**src/rtl/seg7_scan_ctrl.sv**
```systemverilog
// Four-digit multiplexed 7-segment scanner with frame-synchronous double-buffered update.
// Optional leading-zero blanking is enabled by defining SEG7_LZ_BLANK_EN.
module seg7_scan_ctrl #(
    parameter int DIV = 8,
    parameter int GAP = 2
) (
    input  logic        clk,
    input  logic        rst,
    input  logic        wr_en,
    input  logic [15:0] wr_data,
    input  logic [3:0]  wr_dp,
    output logic [6:0]  seg,
    output logic        dp,
    output logic [3:0]  an,
    output logic        pend,
    output logic        frame_tick
);

    localparam int CW = (DIV > 1) ? $clog2(DIV) : 1;
    localparam logic [CW-1:0] CNT_MAX = CW'(DIV - 1);
    localparam logic [CW-1:0] GAP_C   = CW'(GAP);

    typedef enum logic {
        BLANK = 1'b0,
        DRIVE = 1'b1
    } state_t;

    state_t        st, st_nxt;
    logic [CW-1:0] cnt, cnt_nxt;
    logic [1:0]    dig, dig_nxt;
    logic [15:0]   disp, disp_nxt;
    logic [3:0]    disp_dp, disp_dp_nxt;
    logic [15:0]   shadow;
    logic [3:0]    shadow_dp;
    logic [6:0]    seg_nxt;
    logic          dp_nxt;
    logic [3:0]    an_nxt;
    logic          tick_nxt;
    logic [3:0]    nib;

    function automatic logic [6:0] decode(input logic [3:0] d);
        logic [6:0] r;
        r = 7'h7F;
        case (d)
            4'h0: r = 7'h01;
            4'h1: r = 7'h4F;
            4'h2: r = 7'h12;
            4'h3: r = 7'h06;
            4'h4: r = 7'h4C;
            4'h5: r = 7'h24;
            4'h6: r = 7'h20;
            4'h7: r = 7'h0F;
            4'h8: r = 7'h00;
            4'h9: r = 7'h04;
            4'hA: r = 7'h08;
            4'hB: r = 7'h60;
            4'hC: r = 7'h31;
            4'hD: r = 7'h42;
            4'hE: r = 7'h30;
            4'hF: r = 7'h38;
        endcase
        return r;
    endfunction

`ifdef SEG7_LZ_BLANK_EN
    // A digit is suppressed only if it and everything to its left is zero
    // and it carries no decimal point; the rightmost digit always shows.
    function automatic logic lz_blank(input logic [1:0] d, input logic [15:0] v,
                                      input logic [3:0] p);
        logic r;
        r = 1'b0;
        case (d)
            2'd3: r = (v[15:12] == 4'h0) && !p[3];
            2'd2: r = (v[15:8] == 8'h00) && !p[2];
            2'd1: r = (v[15:4] == 12'h000) && !p[1];
            default: r = 1'b0;
        endcase
        return r;
    endfunction
`endif

    // Slot counter and digit index advance
    always_comb begin
        cnt_nxt = cnt + CW'(1);
        dig_nxt = dig;
        if (cnt == CNT_MAX) begin
            cnt_nxt = '0;
            dig_nxt = dig + 2'd1;
        end
    end

    // Commit on the frame_tick cycle; a write in that same cycle wins
    always_comb begin
        disp_nxt    = disp;
        disp_dp_nxt = disp_dp;
        if (frame_tick) begin
            if (wr_en) begin
                disp_nxt    = wr_data;
                disp_dp_nxt = wr_dp;
            end else if (pend) begin
                disp_nxt    = shadow;
                disp_dp_nxt = shadow_dp;
            end
        end
    end

    // Next-state logic: leave BLANK once the gap has elapsed, return on wrap
    always_comb begin
        st_nxt = st;
        case (st)
            BLANK: if (cnt_nxt == GAP_C) st_nxt = DRIVE;
            DRIVE: if (cnt_nxt == '0) st_nxt = BLANK;
            default: st_nxt = BLANK;
        endcase
    end

    // Output decode from post-edge state so the registered outputs carry no extra latency
    always_comb begin
        an_nxt   = 4'b1111;
        seg_nxt  = 7'h7F;
        dp_nxt   = 1'b1;
        nib      = disp_nxt[{dig_nxt, 2'b00} +: 4];
        tick_nxt = (dig_nxt == 2'd3) && (cnt_nxt == CNT_MAX);
`ifdef SEG7_LZ_BLANK_EN
        if ((st_nxt == DRIVE) && !lz_blank(dig_nxt, disp_nxt, disp_dp_nxt)) begin
`else
        if (st_nxt == DRIVE) begin
`endif
            an_nxt[dig_nxt] = 1'b0;
            seg_nxt         = decode(nib);
            dp_nxt          = ~disp_dp_nxt[dig_nxt];
        end
    end

    // State register
    always_ff @(posedge clk or posedge rst) begin
        if (rst) begin
            st         <= BLANK;
            cnt        <= '0;
            dig        <= 2'd0;
            disp       <= 16'h0000;
            disp_dp    <= 4'h0;
            shadow     <= 16'h0000;
            shadow_dp  <= 4'h0;
            pend       <= 1'b0;
            frame_tick <= 1'b0;
            an         <= 4'b1111;
            seg        <= 7'h7F;
            dp         <= 1'b1;
        end else begin
            st         <= st_nxt;
            cnt        <= cnt_nxt;
            dig        <= dig_nxt;
            disp       <= disp_nxt;
            disp_dp    <= disp_dp_nxt;
            if (wr_en) begin
                shadow    <= wr_data;
                shadow_dp <= wr_dp;
            end
            if (frame_tick)
                pend <= 1'b0;
            else if (wr_en)
                pend <= 1'b1;
            frame_tick <= tick_nxt;
            an         <= an_nxt;
            seg        <= seg_nxt;
            dp         <= dp_nxt;
        end
    end

endmodule
```
**config.mk**
```make
export PLATFORM = sky130hd
export DESIGN_NAME = seg7_scan_ctrl
export DESIGN_NICKNAME = d
export VERILOG_FILES = /design/src/rtl/seg7_scan_ctrl.sv
export SDC_FILE = /design/constraint.sdc
export NUM_CORES = 1
export LEC_CHECK = 0
export CORE_MARGIN = 5
export CORE_UTILIZATION = 56
export DETAILED_ROUTE_END_ITERATION = 6
export GPL_TIMING_DRIVEN = 0
export PLACE_DENSITY = 0.79
export SLEW_MARGIN = 20
export SYNTH_ARGS = -nofsm -noshare
export SYNTH_HDL_FRONTEND = slang
export SYNTH_SLANG_ARGS = --single-unit
```
**constraint.sdc**
```tcl
create_clock -name clk -period 3.6 [get_ports clk]
set_input_delay 0.9 -clock clk [delete_from_list [all_inputs] [get_ports clk]]
set_output_delay 0.9 -clock clk [all_outputs]
set_load 0.005 [all_outputs]
```
==> impl_metrics.tcl, run 1 <==
set metrics [dict create \
    run_status "completed" \
    startpoint "wr_data[4]" \
    viasPerCell 5.87 \
    worstMarginPinSlew_ns 0.682 \
    synth_edf_count 0 \
    rr_startpoint "cnt[0]" \
    dp_cells 395 \
    hold_viol_final 0 \
    synth_seq_area_share_pct 48.7 \
    ys_seq_elements 60 \
    p_clk_share_pct 40.8 \
    synth_warnings 0 \
    cts_sinks 60 \
    hold_path_startpoint "disp_dp[3]" \
    netSwitchingFraction_pct 24.5 \
    power_frac_comb_pct 13.3 \
    cap_viol_max_count 0 \
    drtIter0Drc 203 \
    fin_worst_skew_ns 0.0116 \
    critical_path_required_ns 3.86 \
    synth_ff_type "dfrtp_1" \
    drive_above_1_share_pct 23.8 \
    fin_util_pct 70.5 \
    io_pins 37 \
    fin_cells 412 \
    clockBufferDepth 2 \
    setup_viol 0 \
    powerDensity_nw_per_um2 426 \
    initial_core_util_pct 57.2 \
    antenna_found_initial 0 \
    antennaDiodeCount 0 \
    ir_drop_uv 333 \
    die_x_um 84.5 \
    min_period_ns 3.17 \
    htree_levels 3 \
    core-area_um2 5440 \
    netlist_top_cells_count "dfrtp_1 (48), mux2_2 (23), nand2_1 (19), a21oi_1 (15)" \
    p_int_uw 1230 \
    p_seq_share_pct 45.9 \
    dp_worst_setup_slack_ns -0.642 \
    dr_total_vias 2417 \
    max_freq_mhz 316 \
    startpoint_type "primary input" \
    yosys-top-cells-area "dfrtp_1 (39%), dfstp_2 (10%), mux2_2 (8.3%), ha_1 (4.4%), buf_6 (2.5%)" \
    critPathKind "in -> reg" \
    syn_inst 286 \
    setup_ws_ns 0.431 \
    rr_worst_depth 11 \
    yosys.cell_count.top_type "dfrtp_1" \
    nFillCells 417 \
    wirelength_um 7310 \
    synth_area_per_cell_um2 10.9 \
    synth_area_leader_cell "dfrtp_1" \
    min_path_type "reg -> reg" \
    cp_slowest_stage_delay_ns 0.49 \
    worstHoldEndpoint "disp_dp[3]" \
    crit_slowest_cell "clkdlybuf4s50_1" \
    antenna_left 0 \
    syn_to_final_growth_pct 23.2 \
    insertion_delay_ns 0.35 \
    cts_tree "done" \
    first_pass_iters 6 \
    hold_ws_ns 0.499 \
    wl_per_cell_um 17.7 \
    place_congestion 0.828 \
    drc 0 \
    synth_nets 320 \
    finalMaxSlewViolations 0 \
    netlist_area_um2 3110 \
    grt_pass1_wl_um 12400 \
    finalNetCount 369 \
    path_clk_slew_ns 0.07 \
    grt.total_usage_pct 22.2 \
    io_buffers 36 \
    ys_async_sr_fraction_pct 100 \
    synth.distinct_cells 62 \
    cts_made_buffers 9 \
    grt_pass1_vias 2491 \
    total_power_uw 1630 \
    die_area_um2 7150 \
    grt_max_degree 45 \
    rows 27 \
    r2r_slack_ns 0.54 \
    root_buffer "clkbuf_8" \
    dp_hpwl_um 5220 \
    end_kind "flop" \
    critPathArrivalTime_ns 3.43 \
    r2r-end "seg[3]" \
    rsz0062_at_grt "no" \
    cp_cell_sequence "clkdlybuf4s50_1 -> and3b_1 -> or3_1 -> o21ai_1 -> a21oi_1 -> o32a_1 -> inv_1 -> ha_1 -> a21boi_1 -> a2111oi_0 -> nor3_1" \
    relSlewSlack_pct 54.5 \
    leakage_uw 0.00160 \
    p_switching_uw 400 \
    grt_overflow 0 \
    die_h_um 84.5 \
    cp_max_fo 3 \
    min_path_cells 1 \
    post-route-period-util_pct 88.0 \
    yosys.area.top_type_share_pct 38.6 \
]
[registers in the layout (all words and copies together), names as in the netlist]
signal      cells
disp           16
frame_tick      1
st              1
seg             7
cnt             3
disp_dp         4
shadow         16
dp              1
dig             2
an              4
pend            1
shadow_dp       4
[worst max-delay path by stage]
stage	cells past startpoint	end	slack, ns
finish	11	seg[3]	0.43
global route	11	seg[3]	0.20
CTS	11	seg[3]	0.06
detailed placement	11	seg[3]	-0.64
global placement	11	seg[3]	-0.59
floorplan	11	seg[3]	0.52
[through the flow]
stage / area [µm²] / TNS [ns]
after floorplan: 3110 / 0
after global placement: 3560 / -1.78
after detailed placement: 3580 / -2.22
after CTS: 3820 / 0
after global routing: 3830 / 0
final: 3830 / 0
[layout by cell type (no fill, tap or decap), drive strengths merged, types with 2 or more instances in the layout]
cell type / synthesis / routed
dfrtp: 48 / 48
clkdlybuf4s50: 0 / 35
mux2: 23 / 23
nand2: 20 / 20
a21oi: 17 / 17
o21ai: 17 / 17
nor2: 16 / 16
buf: 14 / 16
clkbuf: 3 / 14
dfstp: 12 / 12
ha: 11 / 11
inv: 12 / 11
o22ai: 10 / 10
nor3: 9 / 9
nand3: 6 / 6
nand3b: 5 / 5
nand2b: 5 / 5
a211oi: 5 / 5
and2: 3 / 3
nor2b: 3 / 3
a2111oi: 3 / 3
nand4: 3 / 3
o211ai: 3 / 3
mux2i: 3 / 3
clkinv: 0 / 3
or2: 2 / 2
or3: 2 / 2
a22oi: 2 / 2
a32oi: 2 / 2
nand4b: 2 / 2
o221ai: 2 / 2
bufinv: 0 / 2
a21boi: 2 / 2
o32ai: 2 / 2
or3b: 2 / 2
a221oi: 2 / 2
[critical path: cells and delay by family]
family | cells | cell delay (ns)
AOI/OAI and AO/OA | 5 | 0.95
and+or+nand+nor | 3 | 0.77
adders and majority gates | 1 | 0.21
buffers and inverters | 2 | 0.60
[cells by family (layout without fill, tap and decap cells)]
kind of cell | Yosys count | in the layout | synth area share [%]
and+or+nand+nor | 84 | 84 | 15.2
AOI/OAI and AO/OA | 75 | 75 | 16.4
DFF | 60 | 60 | 48.7
buffers and inverters | 29 | 83 | 5.59
muxes | 26 | 26 | 9.29
adders and majority gates | 11 | 11 | 4.42
xor gates and xnor gates | 1 | 1 | 0.282
[what timing repair did]
| item | 4_1_cts | 5_1_grt |
|---|---|---|
| buffers inserted | 1 | 0 |
| hold buffers | 0 | 0 |
| pin swaps | 1 | 0 |
| gates resized for setup | 2 | 3 |
| setup endpoints to repair | 2 | 4 |
[per-layer routing]
metal  wire (µm)  vias to the layer above  global-route usage [%]  part of all wire, %
met5           0                        -                       0                    0
met4         166                        0                    9.50                  2.3
met3         388                       15                    4.12                  5.3
met2        3510                       74                    35.0                   48
met1        3250                     1182                    30.1                   44
li1            -                     1146                       -                    -
[power groups by stage]
stage	registers, µW	clock network [µW]	logic [µW]
global route	753	711	242
CTS	748	680	216
global placement	757	0	200
finish	749	667	217
floorplan	753	0	143
detailed placement	760	0	210
[cell type report]
type	instances	area [µm²]	share of cell area, %
Sequential cell	60	1520	39.5
Multi-Input combinational cell	197	1440	37.6
Timing Repair Buffer	38	390	10.2
Clock buffer	11	141	3.69
Buffer	17	129	3.36
Tap cell	72	90.1	2.35
Clock inverter	5	75.1	1.96
Inverter	12	51.3	1.34
Power figures use the tool's default switching activity.
==> inputs of run 2 (changes only) <==
--- a/config.mk
+++ b/config.mk
@@ -10,6 +10,7 @@
 export DETAILED_ROUTE_END_ITERATION = 6
 export GPL_TIMING_DRIVEN = 0
 export PLACE_DENSITY = 0.79
+export REMOVE_ABC_BUFFERS = 1
 export SLEW_MARGIN = 20
 export SYNTH_ARGS = -nofsm -noshare
 export SYNTH_HDL_FRONTEND = slang
==> impl_metrics.tcl, run 2 (synthesized netlist as in run 1, its figures left out) <==
set metrics [dict create \
    run_status "completed" \
    total_power_uw 1490 \
    dr_total_vias 2274 \
    crit_end "seg[3]" \
    final_area_um2 3640 \
    viasPerCell 5.79 \
    wirelength_um 6470 \
    hold_viol_final 0 \
    rsz0062_at_grt "no" \
    startpoint_type "primary input" \
    clockBufferDepth 2 \
    syn_to_final_growth_pct 16.9 \
    grt_pass1_vias 2263 \
    io_pins 37 \
    insertion_delay_ns 0.34 \
    grt_overflow 0 \
    r2r_slack_ns 0.26 \
    cap_viol_max_count 0 \
    max_freq_mhz 295 \
    worstMarginPinSlew_ns 0.933 \
    min_path_type "reg -> reg" \
    hold_ws_ns 0.494 \
    critPathArrivalTime_ns 3.63 \
    leakage_uw 0.00149 \
    ir_drop_uv 319 \
    fin_worst_skew_ns 0.0104 \
    setup_viol 0 \
    reg_top3 "disp x16, shadow x16, seg x7" \
    nFillCells 431 \
    finalMaxSlewViolations 0 \
    grt_max_degree 61 \
    die_h_um 84.5 \
    relSlewSlack_pct 37.7 \
    drive_above_1_share_pct 20.9 \
    powerDensity_nw_per_um2 409 \
    crit_slowest_cell "a2111oi_0" \
    initial_core_util_pct 57.2 \
    core-area_um2 5440 \
    final_common_cell "dfrtp_1" \
    die_area_um2 7150 \
    grt.total_usage_pct 19.0 \
    critPathKind "in -> reg" \
    post-route-period-util_pct 94.2 \
    root_buffer "clkbuf_8" \
    cp_cell_sequence "buf_4 -> nand2_2 -> nor2_1 -> a211oi_1 -> a222oi_1 -> o32a_1 -> inv_1 -> ha_1 -> a21boi_1 -> a2111oi_0 -> nor3_1" \
    antennaDiodeCount 0 \
    htree_levels 3 \
    die_x_um 84.5 \
    drtIter0Drc 166 \
    antenna_left 0 \
    antenna_found_initial 0 \
    rr_startpoint "frame_tick" \
    min_period_ns 3.39 \
    grt_pass1_wl_um 10800 \
    place_congestion 0.845 \
    r2r-end "seg[3]" \
    wl_per_cell_um 16.5 \
    rows 27 \
    rr_worst_depth 10 \
    drc 0 \
    cp_max_fo 35 \
    io_buffers 36 \
    critical_path_required_ns 3.84 \
    place_area_um2 3440 \
    path_clk_slew_ns 0.06 \
    cp_slowest_stage_delay_ns 0.44 \
    first_pass_iters 4 \
    cts_sinks 60 \
    end_kind "flop" \
    cts_made_buffers 9 \
    cts_tree "done" \
    mostFrequentLayoutCells "dfrtp_1 (47), clkdlybuf4s50_1 (35), mux2_2 (23)" \
    finalNetCount 350 \
    dp_hpwl_um 4380 \
    startpoint "wr_en" \
]
-- run 2: cell count changes in the layout (fill, tap and decap cells not counted), moves of 2 or more --
cell       previous run  this run
buf_4                 3         1
buf_6                 7         0
bufinv_16             2         0
buf_2                 4         0
-- run 2: worst min path at each step --
| stage | startpoint | end | cells past startpoint |
|---|---|---|---|
| 3_5_place_dp | disp_dp[0] | disp_dp[0] | 1 |
| 6_report | disp_dp[0] | disp_dp[0] | 1 |
| 2_1_floorplan | disp_dp[0] | disp_dp[0] | 1 |
| 5_1_grt | disp_dp[0] | disp_dp[0] | 1 |
| 3_3_place_gp | disp_dp[3] | disp_dp[3] | 1 |
| 4_1_cts | disp_dp[0] | disp_dp[0] | 1 |
-- run 2: stage by stage --
stage	TNS, ns	setup WS (ns)	instances	util, %
after global placement	-9.41	-1.56	377	63.1
after CTS	0	0.00727	393	66.5
after floorplan	0	0.465	269	-
after detailed placement	-2.43	-0.663	377	63.2
after global routing	0	0.0284	393	66.9
final	0	0.210	393	66.9
-- run 2: metal layers --
layer  vias up  part of all wire [%]  global-route usage [%]  routed length, µm
li1       1113                     -                       -                  -
met1      1109                    46                    24.3               2980
met2        42                    48                    31.2               3130
met3        10                   3.9                    4.02                254
met5         -                     0                       0                  0
met4         0                   1.7                    8.20                112
-- run 2: worst max-delay path: cells and delay by family --
kind                       cells  cell delay [ns]
AOI/OAI and AO/OA              5             1.42
adders and majority gates      1             0.26
buffers and inverters          2             0.46
and+or+nand+nor                3             0.57
-- run 2: repair_timing --
item / CTS / global route
gates cloned: 0 / 0
setup buffers: 0 / 0
endpoints found under the setup margin: 5 / 5
endpoints found under the hold margin: 0 / 0
resized for setup: 2 / 5
pin swaps: 0 / 0
hold buffers: 0 / 0
-- run 2: layout make-up --
type                            instances  area (µm²)  area share [%]
Clock buffer                           14         163            4.47
Clock inverter                          2        10.0           0.275
Inverter                               12        47.5            1.31
Multi-Input combinational cell        197        1450            39.9
Sequential cell                        60        1520            41.7
Tap cell                               72        90.1            2.48
Timing Repair Buffer                   36         358            9.84
-- run 2: power breakdown --
part	leakage [µW]	internal [µW]	switching [µW]	total, µW
clock	0.0000905	286	249	535
sequential	0.000691	726	21.5	748
combinational	0.000708	94.8	110	205
